**src/rtl/lsu_misalign_ctrl.sv**
```systemverilog
// rtl/lsu_misalign_ctrl.sv - load/store controller that splits misaligned accesses into byte accesses
module lsu_misalign_ctrl #(
    parameter bit SPLIT_EN = 1'b1,
    parameter int CNT_W    = 16
) (
    input  logic             clk,
    input  logic             rst_n,
    input  logic             req_valid,
    input  logic             req_write,
    input  logic [2:0]       req_funct3,
    input  logic [31:0]      req_addr,
    input  logic [31:0]      req_wdata,
    output logic             stall,
    output logic [31:0]      load_data,
    output logic             mis_trap,
    output logic [CNT_W-1:0] split_count,
    output logic             mem_write,
    output logic             mem_read,
    output logic [2:0]       mem_funct3,
    output logic [31:0]      mem_addr,
    output logic [31:0]      mem_wdata,
    input  logic [31:0]      mem_rdata
);

    typedef enum logic [1:0] {S_IDLE, S_SPLIT, S_DONE} state_t;

    state_t           r_state;
    state_t           w_next;
    logic             r_write;
    logic [2:0]       r_funct3;
    logic [31:0]      r_addr;
    logic [31:0]      r_wdata;
    logic [31:0]      r_acc;
    logic [1:0]       r_k;
    logic [CNT_W-1:0] r_cnt;

    logic        w_legal;
    logic        w_aligned;
    logic        w_mis;
    logic        w_last;
    logic [31:0] w_shift;

    assign w_legal   = req_write ? (req_funct3 inside {3'b000, 3'b001, 3'b010})
                                 : (req_funct3 inside {3'b000, 3'b001, 3'b010, 3'b100, 3'b101});
    assign w_aligned = (req_funct3[1:0] == 2'b01) ? ~req_addr[0] :
                       (req_funct3[1:0] == 2'b10) ? (req_addr[1:0] == 2'b00) : 1'b1;
    assign w_mis     = req_valid & w_legal & ~w_aligned;
    assign w_last    = (r_funct3[1:0] == 2'b10) ? (r_k == 2'd3) : (r_k == 2'd1);
    assign w_shift   = r_wdata >> {r_k, 3'b000};

    assign split_count = r_cnt;

    always_comb begin
        w_next     = r_state;
        stall      = 1'b0;
        mis_trap   = 1'b0;
        mem_write  = 1'b0;
        mem_read   = 1'b0;
        mem_funct3 = req_funct3;
        mem_addr   = req_addr;
        mem_wdata  = req_wdata;
        load_data  = 32'h0;
        case (r_state)
            S_IDLE: begin
                if (req_valid && w_legal) begin
                    if (w_aligned) begin
                        mem_write = req_write;
                        mem_read  = ~req_write;
                        load_data = mem_rdata;
                    end else if (SPLIT_EN) begin
                        stall  = 1'b1;
                        w_next = S_SPLIT;
                    end else begin
                        mis_trap = 1'b1;
                    end
                end
            end
            S_SPLIT: begin
                stall    = 1'b1;
                mem_addr = r_addr + {30'b0, r_k};
                if (r_write) begin
                    mem_write  = 1'b1;
                    mem_funct3 = 3'b000;
                    mem_wdata  = {24'b0, w_shift[7:0]};
                end else begin
                    mem_read   = 1'b1;
                    mem_funct3 = 3'b100;
                end
                if (w_last) begin
                    w_next = S_DONE;
                end
            end
            S_DONE: begin
                // The held request is deliberately ignored here so it cannot issue twice.
                w_next = S_IDLE;
                case ({r_write, r_funct3})
                    4'b0001: load_data = {{16{r_acc[15]}}, r_acc[15:0]};
                    4'b0101: load_data = {16'b0, r_acc[15:0]};
                    4'b0010: load_data = r_acc;
                    default: load_data = 32'h0;
                endcase
            end
            default: w_next = S_IDLE;
        endcase
    end

    always_ff @(posedge clk or negedge rst_n) begin
        if (!rst_n) begin
            r_state  <= S_IDLE;
            r_write  <= 1'b0;
            r_funct3 <= 3'b000;
            r_addr   <= 32'h0;
            r_wdata  <= 32'h0;
            r_acc    <= 32'h0;
            r_k      <= 2'd0;
            r_cnt    <= '0;
        end else begin
            r_state <= w_next;
            case (r_state)
                S_IDLE: begin
                    if (w_mis && SPLIT_EN) begin
                        r_write  <= req_write;
                        r_funct3 <= req_funct3;
                        r_addr   <= req_addr;
                        r_wdata  <= req_wdata;
                        r_acc    <= 32'h0;
                        r_k      <= 2'd0;
                        if (r_cnt != {CNT_W{1'b1}}) begin
                            r_cnt <= r_cnt + 1'b1;
                        end
                    end
                end
                S_SPLIT: begin
                    if (!r_write) begin
                        r_acc[{r_k, 3'b000} +: 8] <= mem_rdata[7:0];
                    end
                    r_k <= r_k + 2'd1;
                end
                default: ;
            endcase
        end
    end

endmodule
```
**config.mk**
```make
export PLATFORM = sky130hd
export DESIGN_NAME = lsu_misalign_ctrl
export DESIGN_NICKNAME = d
export VERILOG_FILES = /design/src/rtl/lsu_misalign_ctrl.sv
export SDC_FILE = /design/constraint.sdc
export NUM_CORES = 1
export LEC_CHECK = 0
export BUFFER_PORTS_ARGS = -buffer_cell sky130_fd_sc_hd__buf_2
export CAP_MARGIN = 20
export CORE_MARGIN = 8
export CORE_UTILIZATION = 35
export CTS_CLUSTER_DIAMETER = 200
export CTS_CLUSTER_SIZE = 28
export DETAILED_ROUTE_END_ITERATION = 10
export HOLD_SLACK_MARGIN = 0.02
export PLACE_DENSITY_LB_ADDON = 0.1
export SLEW_MARGIN = 10
export SYNTH_ARGS = -nofsm -noshare
export SYNTH_HDL_FRONTEND = slang
export SYNTH_SLANG_ARGS = --single-unit
```
**constraint.sdc**
```tcl
create_clock -name clk -period 6.4 [get_ports clk]
set_input_delay 0.64 -clock clk [delete_from_list [all_inputs] [get_ports clk]]
set_output_delay 0.64 -clock clk [all_outputs]
set_load 0.005 [all_outputs]
```
==> flow_metrics.tcl <==
set metrics [dict create \
    crit_fanout 14 \
    peakVddDrop_mv 0.208 \
    synthXorXnorAreaFrac 0.0568 \
    skew_ps 5.08 \
    outcome "completed" \
    place.gp.congestion 0.804 \
    cts_tree "built" \
    port_buffers 220 \
    drive_gt1_frac 0.411 \
    yosysMostFrequentCell "dfrtp_1" \
    hpwl_mm 14.1 \
    ys_seq_area_frac 0.453 \
    wirelength_mm 19.4 \
    area.growth.synth_to_final_pct 29.4 \
    dr.pass1.iters 4 \
    synth_area_sq_um 6630 \
    cts_resized 0 \
    synth.top_cell.area_share 0.453 \
    slowest_stage "dfrtp_1" \
    synthMuxAreaShare 0.158 \
    synth_compound_area_frac 0.134 \
    insertion_delay_ps 420 \
    synth.net_count 742 \
    synthSimpleGateAreaFrac 0.155 \
    critPathKind "flip-flop to output pin" \
    cp-end-kind "output pin" \
    synth_edf_count 0 \
    crit_chain "ha_1 -> inv_1 -> fa_1 -> nand4b_1 -> nor4_4 -> nand3_1 -> xor2_1 -> o21ai_0 -> buf_2" \
    grt_pass1_vias 6038 \
    syn_avg_cell_area_sq_um 10.5 \
    clockRootBuffer "clkbuf_16" \
    preCtsSetupSlack_ps 2770 \
    cts_buffers 17 \
    vias 5576 \
    clock_sinks 120 \
    synthAdderAreaFrac 0.0162 \
    core-area_sq_um 18600 \
    finalCritPeriodShare 0.630 \
    yosys_warnings 0 \
    grt_max_degree 74 \
    netlist_instances 631 \
    grt.overflow.total 0 \
    num_io_pins 222 \
    setup_ws_ps 2370 \
    clkTransAtPathRegs_ps 50 \
    grtUsageTotal 0.167 \
    wl_met3_mm 1.35 \
    cts-htree-levels 4 \
    timing.final.max_slew_violations 0 \
    fillCellCount 1845 \
    rows 50 \
    antenna_cells 0 \
    p_leak_nw 4.08 \
    r2r_setup_slack_ps 3570 \
    hp-class "primary input to asynchronous set/reset pin" \
    wire_per_inst_um 17.8 \
    cts_hold_buf 0 \
    power_density_nw_per_um2 397 \
    die-area_sq_um 23600 \
    top_layer_used "met4" \
    antenna_found_initial 0 \
    slowest_delay_ps 850 \
    drc 0 \
    period_minus_slack_ps 4030 \
    dieWidth_um 154 \
    yosysTopAreaCell "dfrtp_1" \
    ys_top_cells_by_area "dfrtp_1 45%, mux2_2 13%, a22o_1 6.1%" \
    antenna_left 0 \
    fp.dieH_um 154 \
    max_slew.worst_pin.slew_ps 1010 \
    grt_pass1_wl_mm 31.9 \
    clk_path_buf_depth 2 \
    wl_met1_mm 8.43 \
    startpoint_type "flip-flop" \
    finalHoldViolations 0 \
    ys_seq_elements 120 \
    required_ps 5760 \
    rsz0062_at_grt "false" \
    synthTopCellsByCount "120 x dfrtp_1, 78 x nand2_1, 77 x mux2_2" \
    fin_setup_tns_ps 0 \
    max_cap_viol_count 0 \
    fmax_mhz 248 \
    drt_iter0_markers 250 \
    max_slew_margin 0.329 \
    via_per_inst 5.11 \
    wl_met2_mm 9.39 \
    worst_ep_arrival_time_ps 3390 \
    synth_top_family_by_area "multiplexers" \
    start_util 0.355 \
    final_area_sq_um 8570 \
    synth_flop_cell "dfrtp_1" \
    synthArstFlopShare 1.00 \
    cts_setup_buffers 0 \
    synth.distinct_cells 48 \
    power.total_mw 3.40 \
    placed_cell_area_sq_um 7950 \
    setup_viol 0 \
    nets 956 \
]
-- power by group --
group,total [mW],switching [mW],internal [mW]
Clock,0.983,0.356,0.627
Sequential,1.32,0.283,1.03
Combinational,1.10,0.513,0.590
Total,3.40,1.15,2.25
-- worst max-delay path, delay by kind of cell (launching register included) --
kind                       cells  cell delay [ps]
and+or+nand+nor                3              890
buffers and inverters          2              200
xor gates and xnor gates       1              160
DFF                            1              850
adders and majority gates      2              730
AOI/OAI and AO/OA              1              140
-- area by class of cell --
| class | count | area [sq um] | area share |
|---|---|---|---|
| clock buffer | 23 | 498 | 0.0581 |
| clock inverter | 9 | 114 | 0.0133 |
| inverter | 9 | 33.8 | 0.00394 |
| multi-input combinational | 470 | 3460 | 0.404 |
| sequential | 120 | 3000 | 0.350 |
| tap | 234 | 293 | 0.0342 |
| timing repair buffer | 227 | 1170 | 0.136 |
-- registers in the layout (all words and copies together) (netlist names) --
| signal | flops |
|---|---|
| r_acc | 32 |
| r_addr | 32 |
| r_wdata | 32 |
| split_count | 16 |
| r_funct3 | 3 |
| r_k | 2 |
| r_state | 2 |
| r_write | 1 |
-- layer usage --
layer,vias to the layer above,track usage
li1,2700,-
met1,2694,0.202
met2,162,0.279
met3,20,0.0555
met4,0,0.0490
met5,-,0
-- cells by family (layout without fill, tap and decap cells) --
| kind of cell | after synthesis | count (layout) |
|---|---|---|
| xor gates and xnor gates | 43 | 43 |
| other | 1 | 1 |
| AOI/OAI and AO/OA | 130 | 130 |
| muxes | 85 | 85 |
| adders and majority gates | 8 | 8 |
| buffers and inverters | 41 | 268 |
| and+or+nand+nor | 203 | 203 |
| DFF | 120 | 120 |
-- path summary, 6_finish.rpt --
check                                        start                 endpoint  cells past startpoint
min                                          rst_n    r_acc[18]$_DFFE_PN0P_                      1
min reg2reg                r_wdata[31]$_DFFE_PN0P_  r_wdata[31]$_DFFE_PN0P_                      1
max                             r_k[0]$_DFFE_PN0P_             mem_addr[18]                      9
max reg2reg                     r_k[0]$_DFFE_PN0P_    r_acc[30]$_DFFE_PN0P_                      5
min in group clk                     req_wdata[29]  r_wdata[29]$_DFFE_PN0P_                      2
max in group asynchronous                    rst_n   r_addr[30]$_DFFE_PN0P_                      2
-- cell usage in the layout (no fill, tap or decap), types with 3 or more instances in the layout --
cell          n
xnor2_1      12
nand2b_1      3
inv_1         9
xor2_1       31
nand3_1      24
clkinvlp_4    3
nor2_1       22
nor3_1        8
o21ai_1      11
and3_1        7
ha_1          7
a22o_1       46
and2_1       27
dfrtp_1     120
or4_1         3
mux4_2        8
a21oi_1      18
buf_2       219
buf_4         6
nand4_1      16
o21ai_0      41
clkbuf_8      5
mux2_2       77
clkbuf_16    17
nand2_1      77
-- stage by stage --
step,hold WS (ps),instances,util
after detailed placement,485,1059,0.426
after CTS,299,1091,0.459
final,266,1092,0.460
after global routing,324,1092,0.460
after global placement,483,1058,0.426
after floorplan,344,631,-
Power figures use the tool's default switching activity.
